===== src/rtl/id_alloc_arbiter.sv =====
// Purpose: ID remap front-end sharing one 16-entry table between AW/AR allocation and B/R lookup-release.
// Latency: zero-cycle combinational grants and ID translation; counters and pointers update on the rising edge.
// Backpressure: ready is given to one requester per port; a channel at its outstanding limit is skipped, and flush halts allocation while responses continue.
module id_alloc_arbiter #(
    parameter int ID_WIDTH_IN  = 8,
    parameter int ID_WIDTH_OUT = 4,
    parameter int MAX_OUT_W    = 12,
    parameter int MAX_OUT_R    = 12
) (
    input  logic                    clk,
    input  logic                    rst_n,

    input  logic                    aw_valid_i,
    output logic                    aw_ready_o,
    input  logic [ID_WIDTH_IN-1:0]  aw_id_i,
    output logic [ID_WIDTH_OUT-1:0] aw_id_o,

    input  logic                    ar_valid_i,
    output logic                    ar_ready_o,
    input  logic [ID_WIDTH_IN-1:0]  ar_id_i,
    output logic [ID_WIDTH_OUT-1:0] ar_id_o,

    input  logic                    b_valid_i,
    output logic                    b_ready_o,
    input  logic [ID_WIDTH_OUT-1:0] b_id_i,
    output logic [ID_WIDTH_IN-1:0]  b_id_o,

    input  logic                    r_valid_i,
    input  logic                    r_last_i,
    output logic                    r_ready_o,
    input  logic [ID_WIDTH_OUT-1:0] r_id_i,
    output logic [ID_WIDTH_IN-1:0]  r_id_o,

    output logic                    gen_incr_o,
    output logic [ID_WIDTH_IN-1:0]  gen_id_o,
    input  logic                    gen_full_i,
    input  logic [ID_WIDTH_OUT-1:0] gen_id_i,

    output logic                    gen_release_o,
    output logic [ID_WIDTH_OUT-1:0] gen_bid_o,
    input  logic [ID_WIDTH_IN-1:0]  gen_bid_i,
    input  logic                    gen_empty_i,

    input  logic                    flush_i,
    output logic                    flush_done_o
);

    typedef enum logic [1:0] {
        ST_RUN   = 2'd0,
        ST_DRAIN = 2'd1,
        ST_HALT  = 2'd2
    } state_t;

    localparam logic [4:0] MAX_W = 5'(MAX_OUT_W);
    localparam logic [4:0] MAX_R = 5'(MAX_OUT_R);

    state_t     state_q, state_d;
    logic       alloc_ptr_q, alloc_ptr_d;   // 0: AW preferred, 1: AR preferred
    logic       rsp_ptr_q, rsp_ptr_d;       // 0: B preferred, 1: R preferred
    logic       r_burst_q, r_burst_d;
    logic [4:0] cnt_w_q, cnt_w_d;
    logic [4:0] cnt_r_q, cnt_r_d;

    logic aw_req, ar_req, grant_aw, grant_ar;
    logic b_req, r_req, sel_b, sel_r, r_rel;

    always_comb begin
        aw_req   = aw_valid_i && (state_q == ST_RUN) && !gen_full_i && (cnt_w_q < MAX_W);
        ar_req   = ar_valid_i && (state_q == ST_RUN) && !gen_full_i && (cnt_r_q < MAX_R);
        grant_aw = aw_req && (!ar_req || !alloc_ptr_q);
        grant_ar = ar_req && (!aw_req ||  alloc_ptr_q);

        aw_ready_o = grant_aw;
        ar_ready_o = grant_ar;
        gen_incr_o = grant_aw || grant_ar;
        gen_id_o   = grant_ar ? ar_id_i : aw_id_i;
        aw_id_o    = gen_id_i;
        ar_id_o    = gen_id_i;

        alloc_ptr_d = alloc_ptr_q;
        if (grant_aw) begin
            alloc_ptr_d = 1'b1;
        end else if (grant_ar) begin
            alloc_ptr_d = 1'b0;
        end

        // B is held off for the whole of an R burst so beats stay contiguous.
        b_req = b_valid_i && !r_burst_q;
        r_req = r_valid_i;
        sel_b = b_req && (!r_req || !rsp_ptr_q);
        sel_r = r_req && (!b_req ||  rsp_ptr_q);
        r_rel = sel_r && r_last_i;

        b_ready_o     = sel_b;
        r_ready_o     = sel_r;
        gen_bid_o     = sel_r ? r_id_i : b_id_i;
        b_id_o        = gen_bid_i;
        r_id_o        = gen_bid_i;
        gen_release_o = sel_b || r_rel;

        rsp_ptr_d = rsp_ptr_q;
        r_burst_d = r_burst_q;
        if (sel_b) begin
            rsp_ptr_d = 1'b1;
        end else if (r_rel) begin
            rsp_ptr_d = 1'b0;
        end
        if (r_rel) begin
            r_burst_d = 1'b0;
        end else if (sel_r) begin
            r_burst_d = 1'b1;
        end

        cnt_w_d = cnt_w_q + {4'd0, grant_aw} - {4'd0, sel_b};
        cnt_r_d = cnt_r_q + {4'd0, grant_ar} - {4'd0, r_rel};

        state_d = state_q;
        case (state_q)
            ST_RUN:   if (flush_i) state_d = ST_DRAIN;
            ST_DRAIN: if (gen_empty_i && (cnt_w_q == 5'd0) && (cnt_r_q == 5'd0)) state_d = ST_HALT;
            ST_HALT:  if (!flush_i) state_d = ST_RUN;
            default:  state_d = ST_RUN;
        endcase

        flush_done_o = (state_q == ST_HALT);
    end

    always_ff @(posedge clk or negedge rst_n) begin
        if (!rst_n) begin
            state_q     <= ST_RUN;
            alloc_ptr_q <= 1'b0;
            rsp_ptr_q   <= 1'b0;
            r_burst_q   <= 1'b0;
            cnt_w_q     <= 5'd0;
            cnt_r_q     <= 5'd0;
        end else begin
            state_q     <= state_d;
            alloc_ptr_q <= alloc_ptr_d;
            rsp_ptr_q   <= rsp_ptr_d;
            r_burst_q   <= r_burst_d;
            cnt_w_q     <= cnt_w_d;
            cnt_r_q     <= cnt_r_d;
        end
    end

`ifndef SYNTHESIS
    a_cnt_w_underflow: assert property (@(posedge clk) disable iff (!rst_n)
        !(sel_b && !grant_aw && (cnt_w_q == 5'd0)));
    a_cnt_r_underflow: assert property (@(posedge clk) disable iff (!rst_n)
        !(r_rel && !grant_ar && (cnt_r_q == 5'd0)));
    a_cnt_w_overflow: assert property (@(posedge clk) disable iff (!rst_n)
        cnt_w_q <= MAX_W);
    a_cnt_r_overflow: assert property (@(posedge clk) disable iff (!rst_n)
        cnt_r_q <= MAX_R);
`endif

endmodule


===== config.mk =====
export PLATFORM = sky130hd
export DESIGN_NAME = id_alloc_arbiter
export DESIGN_NICKNAME = d
export VERILOG_FILES = /design/src/rtl/id_alloc_arbiter.sv
export SDC_FILE = /design/constraint.sdc
export NUM_CORES = 1
export LEC_CHECK = 0
export ABC_CLOCK_PERIOD_IN_PS = 5400
export CAP_MARGIN = 0
export CORE_MARGIN = 4
export CORE_UTILIZATION = 38
export CTS_CLUSTER_SIZE = 25
export DETAILED_ROUTE_END_ITERATION = 10
export PLACE_DENSITY = 0.92
export SETUP_SLACK_MARGIN = 0.1
export SLEW_MARGIN = 20
export SYNTH_ARGS = -nofsm -noshare
export SYNTH_HDL_FRONTEND = slang
export SYNTH_SLANG_ARGS = --single-unit

===== constraint.sdc =====
create_clock -name clk -period 5.4 [get_ports clk]
set_input_delay 0.81 -clock clk [delete_from_list [all_inputs] [get_ports clk]]
set_output_delay 0.81 -clock clk [all_outputs]
set_load 0.005 [all_outputs]

==> metrics.log, run 1 <==
INFO  metric post-cts-setup-buffer-count = 0
INFO  metric floorplan.initialDensity = 0.412
INFO  metric synth_ff_type = dfrtp_1
INFO  metric worst_hold_path_type = reg -> reg
INFO  metric final_number_of_hold_violating_endpoints = 0
INFO  metric transition_time_at_the_pin_with_the_least_slew_margin = 0.693 ns
INFO  metric synth_seq_area_share = 0.289
INFO  metric pin_count = 89
INFO  metric cts_tree = done
INFO  metric r2r-start = cnt_r_q[3]
INFO  metric final_max_slew_viol_count = 0
INFO  metric antenna_cells_inserted = 0
INFO  metric setup.worst_path.class = in -> out
INFO  metric max_freq = 275 MHz
INFO  metric antenna_left = 0
INFO  metric worst_r2r_path_depth = 11
INFO  metric detailroute.via_count = 978
INFO  metric drive_above_1_share = 0.0952
INFO  metric clkLatencyLatePin = 0.28 ns
INFO  metric cp_data_required_time = 4.59 ns
INFO  metric grt.overflow.total = 0
INFO  metric worst-path-max-fanout = 10
INFO  metric clk_path_buf_depth = 2
INFO  metric grt_start_max_net_pins = 16
INFO  metric worstPathCellList = clkdlybuf4s50_1 -> and3_1 -> and3b_1 -> mux2_4 -> clkdlybuf4s50_1
INFO  metric worst_setup_path_end_kind = output port
INFO  metric timing.hold.worst_path_depth = 1
INFO  metric dp.final_hpwl = 2240 um
INFO  metric crit_path_max_incr_delay = 0.55 ns
INFO  metric max-cap-violations = 0
INFO  metric cellLeakagePower = 0.789 nW
INFO  metric cts-resized-gates = 0
INFO  metric dieArea = 4420 sq um
INFO  metric drc = 0
INFO  metric postSynthAreaPerCell = 9.48 sq um
INFO  metric synth-edff-count = 0
INFO  metric cts_sinks = 15
INFO  metric clkTransAtPathRegs = 0.09 ns
INFO  metric arrival = 2.83 ns
INFO  metric drt_pre_antenna_iters = 2
INFO  metric first_global_vias = 1,042
INFO  metric slew-limit-headroom = 0.536
INFO  metric fin_cells = 212
INFO  metric r2r-end = cnt_r_q[4]
INFO  metric worstSetupStartpointType = primary input
INFO  metric irDropWorstVdd = 193 uV
INFO  metric critPathMostFrequentCell = clkdlybuf4s50_1
INFO  metric cells_after_dpl = 208
INFO  metric mappedNetlistArea = 1300 sq um
INFO  metric grt_pass1_wl = 4270 um
INFO  metric area_growth_syn_to_layout = 31.6%
INFO  metric timing.final.setup_violations = 0
INFO  metric async_reset_ff_frac = 1.00
INFO  metric port_buffers = 52
INFO  metric ys_warn_count = 0
INFO  metric power_per_cell_area = 345 nW/um^2
INFO  metric die_h = 66.5 um
INFO  metric finalWeightedCongestion = 0.755
INFO  metric reg2reg_slack = 2.74 ns
INFO  metric hold_end = r_burst_q
INFO  metric initialDrtViolationCount = 6
INFO  metric tot_gr_track_use = 0.122
INFO  metric postSynthNetCount = 198
INFO  metric postSynthRegisterBits = 15
INFO  metric routedWlPerCell = 12.5 um
INFO  metric avgViaCountPerCell = 4.61
INFO  metric num-nets-final = 230
INFO  metric core = 3150 sq um
INFO  metric cts_hold_buf = 0
INFO  metric synth.lib_cells_used.distinct = 29
INFO  metric run_status = completed
INFO  metric master_of_the_slowest_instance_on_the_critical_path = and3b_1
INFO  metric grt_setup_unrepaired = no
INFO  metric route.final.wire_length = 2650 um
INFO  metric holdCritStartpoint = r_burst_q
INFO  metric timing.final.crit_share = 0.673
INFO  metric period_needed = 3.64 ns
INFO  metric antenna_found_initial = 0
INFO  metric fp-row-count = 20
INFO  metric startpoint = ar_valid_i
INFO  metric h-tree-depth = 1
INFO  metric numCtsBuffers = 3
INFO  metric finalSetupTns = 0 ns
INFO  metric syn-instance-count = 137
INFO  metric root_buffer = clkbuf_4
INFO  metric clock_skew = 0.00517 ns
INFO  metric totalPowerFinal = 0.589 mW
INFO  metric fp.dieW = 66.5 um
## routing by layer
metal  track usage  up-vias  routed length [um]
met5             0        -                   0
met4        0.0482        0                  36
met3        0.0388        4                 320
met2         0.218       40                1250
met1         0.131      443                1040
li1              -      491                   -
## final cells by class
type | instances | area, sq um
fillers | 299 | 1440
multi-input cells | 80 | 668
well taps | 44 | 55.1
inverters | 17 | 63.8
clock buffers | 4 | 26.3
flip-flops and latches | 15 | 375
repair buffers | 52 | 520
## cells in the final DEF, fill, tap and decap left out
master | Yosys | layout
clkbuf_1 | 0 | 1
fa_1 | 2 | 2
a21oi_1 | 6 | 6
a21o_1 | 2 | 2
a211oi_1 | 1 | 1
clkbuf_4 | 0 | 3
o211a_1 | 1 | 1
xnor2_1 | 3 | 3
mux2_4 | 8 | 8
nor3_2 | 1 | 1
clkdlybuf4s50_1 | 0 | 52
and4_1 | 1 | 1
o21ai_2 | 1 | 1
nor4b_1 | 1 | 1
nand4_1 | 1 | 1
a21bo_2 | 1 | 1
and3b_1 | 1 | 1
or2_2 | 1 | 1
ha_1 | 13 | 13
a2111oi_2 | 1 | 1
nand2b_1 | 2 | 2
xor2_1 | 4 | 4
inv_1 | 17 | 17
and3_1 | 1 | 1
nand2_1 | 18 | 18
o21bai_1 | 1 | 1
nor2_1 | 4 | 4
dfrtp_1 | 15 | 15
o21ai_0 | 3 | 3
o21a_1 | 2 | 2
## how the worst max path moves through the flow
stage | end | cells after the start
after detailed placement | gen_id_o[3] | 5
final | gen_id_o[4] | 5
after global placement | gen_id_o[7] | 5
after global routing | gen_id_o[4] | 5
after CTS | gen_id_o[3] | 5
after floorplan | cnt_r_q[4] | 12
## through the flow
| step | instance area (sq um) | util | setup WS (ns) | hold WS, ns |
|---|---|---|---|---|
| 4_1_cts | 1710 | 0.542 | 1.74 | 0.509 |
| 6_report | 1710 | 0.542 | 1.76 | 0.499 |
| 3_3_place_gp | 1680 | 0.534 | 1.83 | 0.476 |
| 5_1_grt | 1710 | 0.542 | 1.60 | 0.527 |
| 3_5_place_dp | 1680 | 0.534 | 1.75 | 0.484 |
| 2_1_floorplan | 1300 | - | 2.87 | 0.456 |
## cell usage after synthesis, drive strengths merged (2+ instances only)
cell type / count / area (sq um)
buf: 25 / 191
nor2: 4 / 15.0
xnor2: 3 / 26.3
mux2: 8 / 120
ha: 13 / 163
dfrtp: 15 / 375
o21a: 2 / 15.0
a21o: 2 / 15.0
nand2b: 2 / 12.5
nand2: 18 / 67.6
xor2: 4 / 35.0
inv: 17 / 63.8
a21oi: 6 / 30.0
fa: 2 / 40.0
o21ai: 4 / 23.8
## power by group
part / total (mW) / internal (mW) / switching, mW
logic: 0.324 / 0.170 / 0.154
registers: 0.202 / 0.163 / 0.0390
clock network: 0.0633 / 0.0287 / 0.0346
## critical path: cells and delay by family
family	cells	cell delay [ns]
buffers and inverters	2	0.89
multiplexers	1	0.35
AND/OR/NAND/NOR	2	0.77
## state kept, by name, summed over array words and instances (netlist names)
signal	count
state_q	2
alloc_ptr_q	1
cnt_r_q	5
cnt_w_q	5
r_burst_q	1
rsp_ptr_q	1
## cell families after synthesis
| family | synth area share |
|---|---|
| buffers and inverters | 0.197 |
| AND/OR/NAND/NOR | 0.116 |
| AO/OA/AOI/OAI | 0.103 |
| adder cells (fa/ha/maj) | 0.156 |
| flip-flops | 0.289 |
| multiplexers | 0.0925 |
| XOR/XNOR | 0.0472 |
(Power assumes the default switching activity.)
==> run 2: changes to the inputs <==
Settings changed: ABC_CLOCK_PERIOD_IN_PS 5400 to 3400, CORE_UTILIZATION 38 to 36, PLACE_DENSITY 0.92 to 0.88.
Clock period 5.4 ns to 3.4 ns, I/O delays scaled along.
==> run 2 against run 1 <==
  * Count of clock-buffer cells in the layout unchanged
  * Sequential power increased by 58%
  * Via count down 2.6%
  * Sequential share of layout area about the same
  * Largest cell class unchanged
  * Highest routed layer unchanged
==> metrics.log, run 2 (same netlist as run 1, synthesis figures left out) <==
INFO  metric cp_num_buf_inv = 2
INFO  metric timing.final.setup_violations = 0
INFO  metric h-tree-depth = 1
INFO  metric final_number_of_hold_violating_endpoints = 0
INFO  metric grt_start_max_net_pins = 16
INFO  metric arrival = 2.51 ns
INFO  metric slew-limit-headroom = 0.554
INFO  metric avgViaCountPerCell = 4.45
INFO  metric worstPathCellList = inv_1 -> ha_1 -> a2111oi_2 -> and3b_1 -> mux2_4 -> clkdlybuf4s50_1
INFO  metric timing.hold.worst_path_depth = 1
INFO  metric power_per_cell_area = 541 nW/um^2
INFO  metric cts_tree = done
INFO  metric post-cts-setup-buffer-count = 0
INFO  metric cts_sinks = 15
INFO  metric detailroute.via_count = 953
INFO  metric max_freq = 331 MHz
INFO  metric drt_pre_antenna_iters = 4
INFO  metric cp_data_required_time = 2.89 ns
INFO  metric drc = 0
INFO  metric critPathTopFamily = buffers and inverters
INFO  metric cellLeakagePower = 0.789 nW
INFO  metric routedWlPerCell = 11.9 um
INFO  metric pin_count = 89
INFO  metric fp-row-count = 21
INFO  metric cts_hold_buf = 0
INFO  metric clkTransAtPathRegs = 0.09 ns
INFO  metric num-nets-final = 230
INFO  metric final_max_slew_viol_count = 0
INFO  metric irDropWorstVdd = 258 uV
INFO  metric grt.overflow.total = 0
INFO  metric first_global_vias = 956
INFO  metric worst_setup_path_end_kind = output port
INFO  metric most-common-layout-cells = 52 x clkdlybuf4s50_1, 18 x nand2_1, 17 x inv_1, 15 x dfrtp_1, 13 x ha_1
INFO  metric floorplan.initialDensity = 0.380
INFO  metric core = 3420 sq um
INFO  metric route.final.wire_length = 2540 um
INFO  metric final_util = 0.501
INFO  metric worst_r2r_path_depth = 11
INFO  metric finalWeightedCongestion = 0.757
INFO  metric clock_skew = 0.00305 ns
INFO  metric transition_time_at_the_pin_with_the_least_slew_margin = 0.668 ns
INFO  metric grt_pass1_wl = 4080 um
INFO  metric port_buffers = 52
INFO  metric biggestRegsByFlops = cnt_r_q (5), cnt_w_q (5), state_q (2)
INFO  metric finalSetupTns = 0 ns
INFO  metric antenna_left = 0
INFO  metric period_needed = 3.02 ns
INFO  metric timing.critical_path.depth = 6
INFO  metric drive_above_1_share = 0.0952
INFO  metric run_status = completed
INFO  metric master_of_the_slowest_instance_on_the_critical_path = clkdlybuf4s50_1
INFO  metric numCtsBuffers = 3
INFO  metric area_growth_syn_to_layout = 31.8%
INFO  metric dp.final_hpwl = 2140 um
INFO  metric clk_path_buf_depth = 2
INFO  metric fp.dieW = 68.1 um
INFO  metric antenna_found_initial = 0
INFO  metric cts-resized-gates = 0
INFO  metric clkLatencyLatePin = 0.28 ns
INFO  metric worstSetupStartpointType = register
INFO  metric antenna_cells_inserted = 0
INFO  metric setup.worst_path.class = reg -> out
INFO  metric worst_hold_path_type = reg -> reg
INFO  metric layout_commonest_cell = clkdlybuf4s50_1
INFO  metric worst-path-max-fanout = 10
INFO  metric grt_setup_unrepaired = no
INFO  metric initialDrtViolationCount = 16
INFO  metric timing.final.crit_share = 0.888
INFO  metric crit_path_max_incr_delay = 0.44 ns
INFO  metric dieArea = 4630 sq um
INFO  metric max-cap-violations = 0
INFO  metric die_h = 68.1 um
INFO  metric tot_gr_track_use = 0.119
INFO  metric reg2reg_slack = 0.76 ns
INFO  metric root_buffer = clkbuf_4
## run 2: cell counts in the layout (fill, tap and decap cells not counted)
No cell type changed its count.
## run 2: per-layer routing
| layer | vias up | global-route usage | part of all wire | routed length, um |
|---|---|---|---|---|
| met2 | 45 | 0.199 | 0.43 | 1090 |
| met3 | 5 | 0.0427 | 0.13 | 328 |
| met5 | - | 0 | 0 | 0 |
| met1 | 420 | 0.127 | 0.42 | 1050 |
| li1 | 483 | - | - | - |
| met4 | 0 | 0.0744 | 0.024 | 61 |
## run 2: through the flow
step,power (mW),cells,setup WS [ns],hold WS [ns],instance area [sq um]
finish,0.925,214,0.381,0.496,1710
global route,1.03,214,0.195,0.530,1710
CTS,0.944,214,0.345,0.501,1710
detailed placement,0.833,210,0.381,0.476,1690
global placement,0.812,210,0.416,0.470,1690
floorplan,0.703,137,1.17,0.214,1300
## run 2: area by class of cell
| type | count | area [sq um] |
|---|---|---|
| clock buffer | 4 | 26.3 |
| fill | 319 | 1700 |
| inverter | 17 | 63.8 |
| multi-input combinational | 80 | 668 |
| sequential | 15 | 375 |
| tap | 46 | 57.6 |
| timing repair buffer | 52 | 520 |
## run 2: power breakdown
| group | internal [mW] | switching [mW] |
|---|---|---|
| combinational | 0.267 | 0.236 |
| clock | 0.0456 | 0.0581 |
| sequential | 0.259 | 0.0597 |
| total | 0.571 | 0.354 |
## run 2: final timing paths
| check | from | end |
|---|---|---|
| max | cnt_w_q[4] | gen_id_o[6] |
| min | r_burst_q | r_burst_q |
| max reg2reg | cnt_r_q[3] | cnt_r_q[4] |
| min reg2reg | r_burst_q | r_burst_q |
| max in group asynchronous | rst_n | cnt_w_q[0] |
| min in group asynchronous | rst_n | cnt_w_q[2] |
==> run 3: changes to the inputs <==
Settings changed: ABC_CLOCK_PERIOD_IN_PS 3400 to not set.
==> results of run 3 <==
Final layout, timing and power as in run 2 (identical DEF).
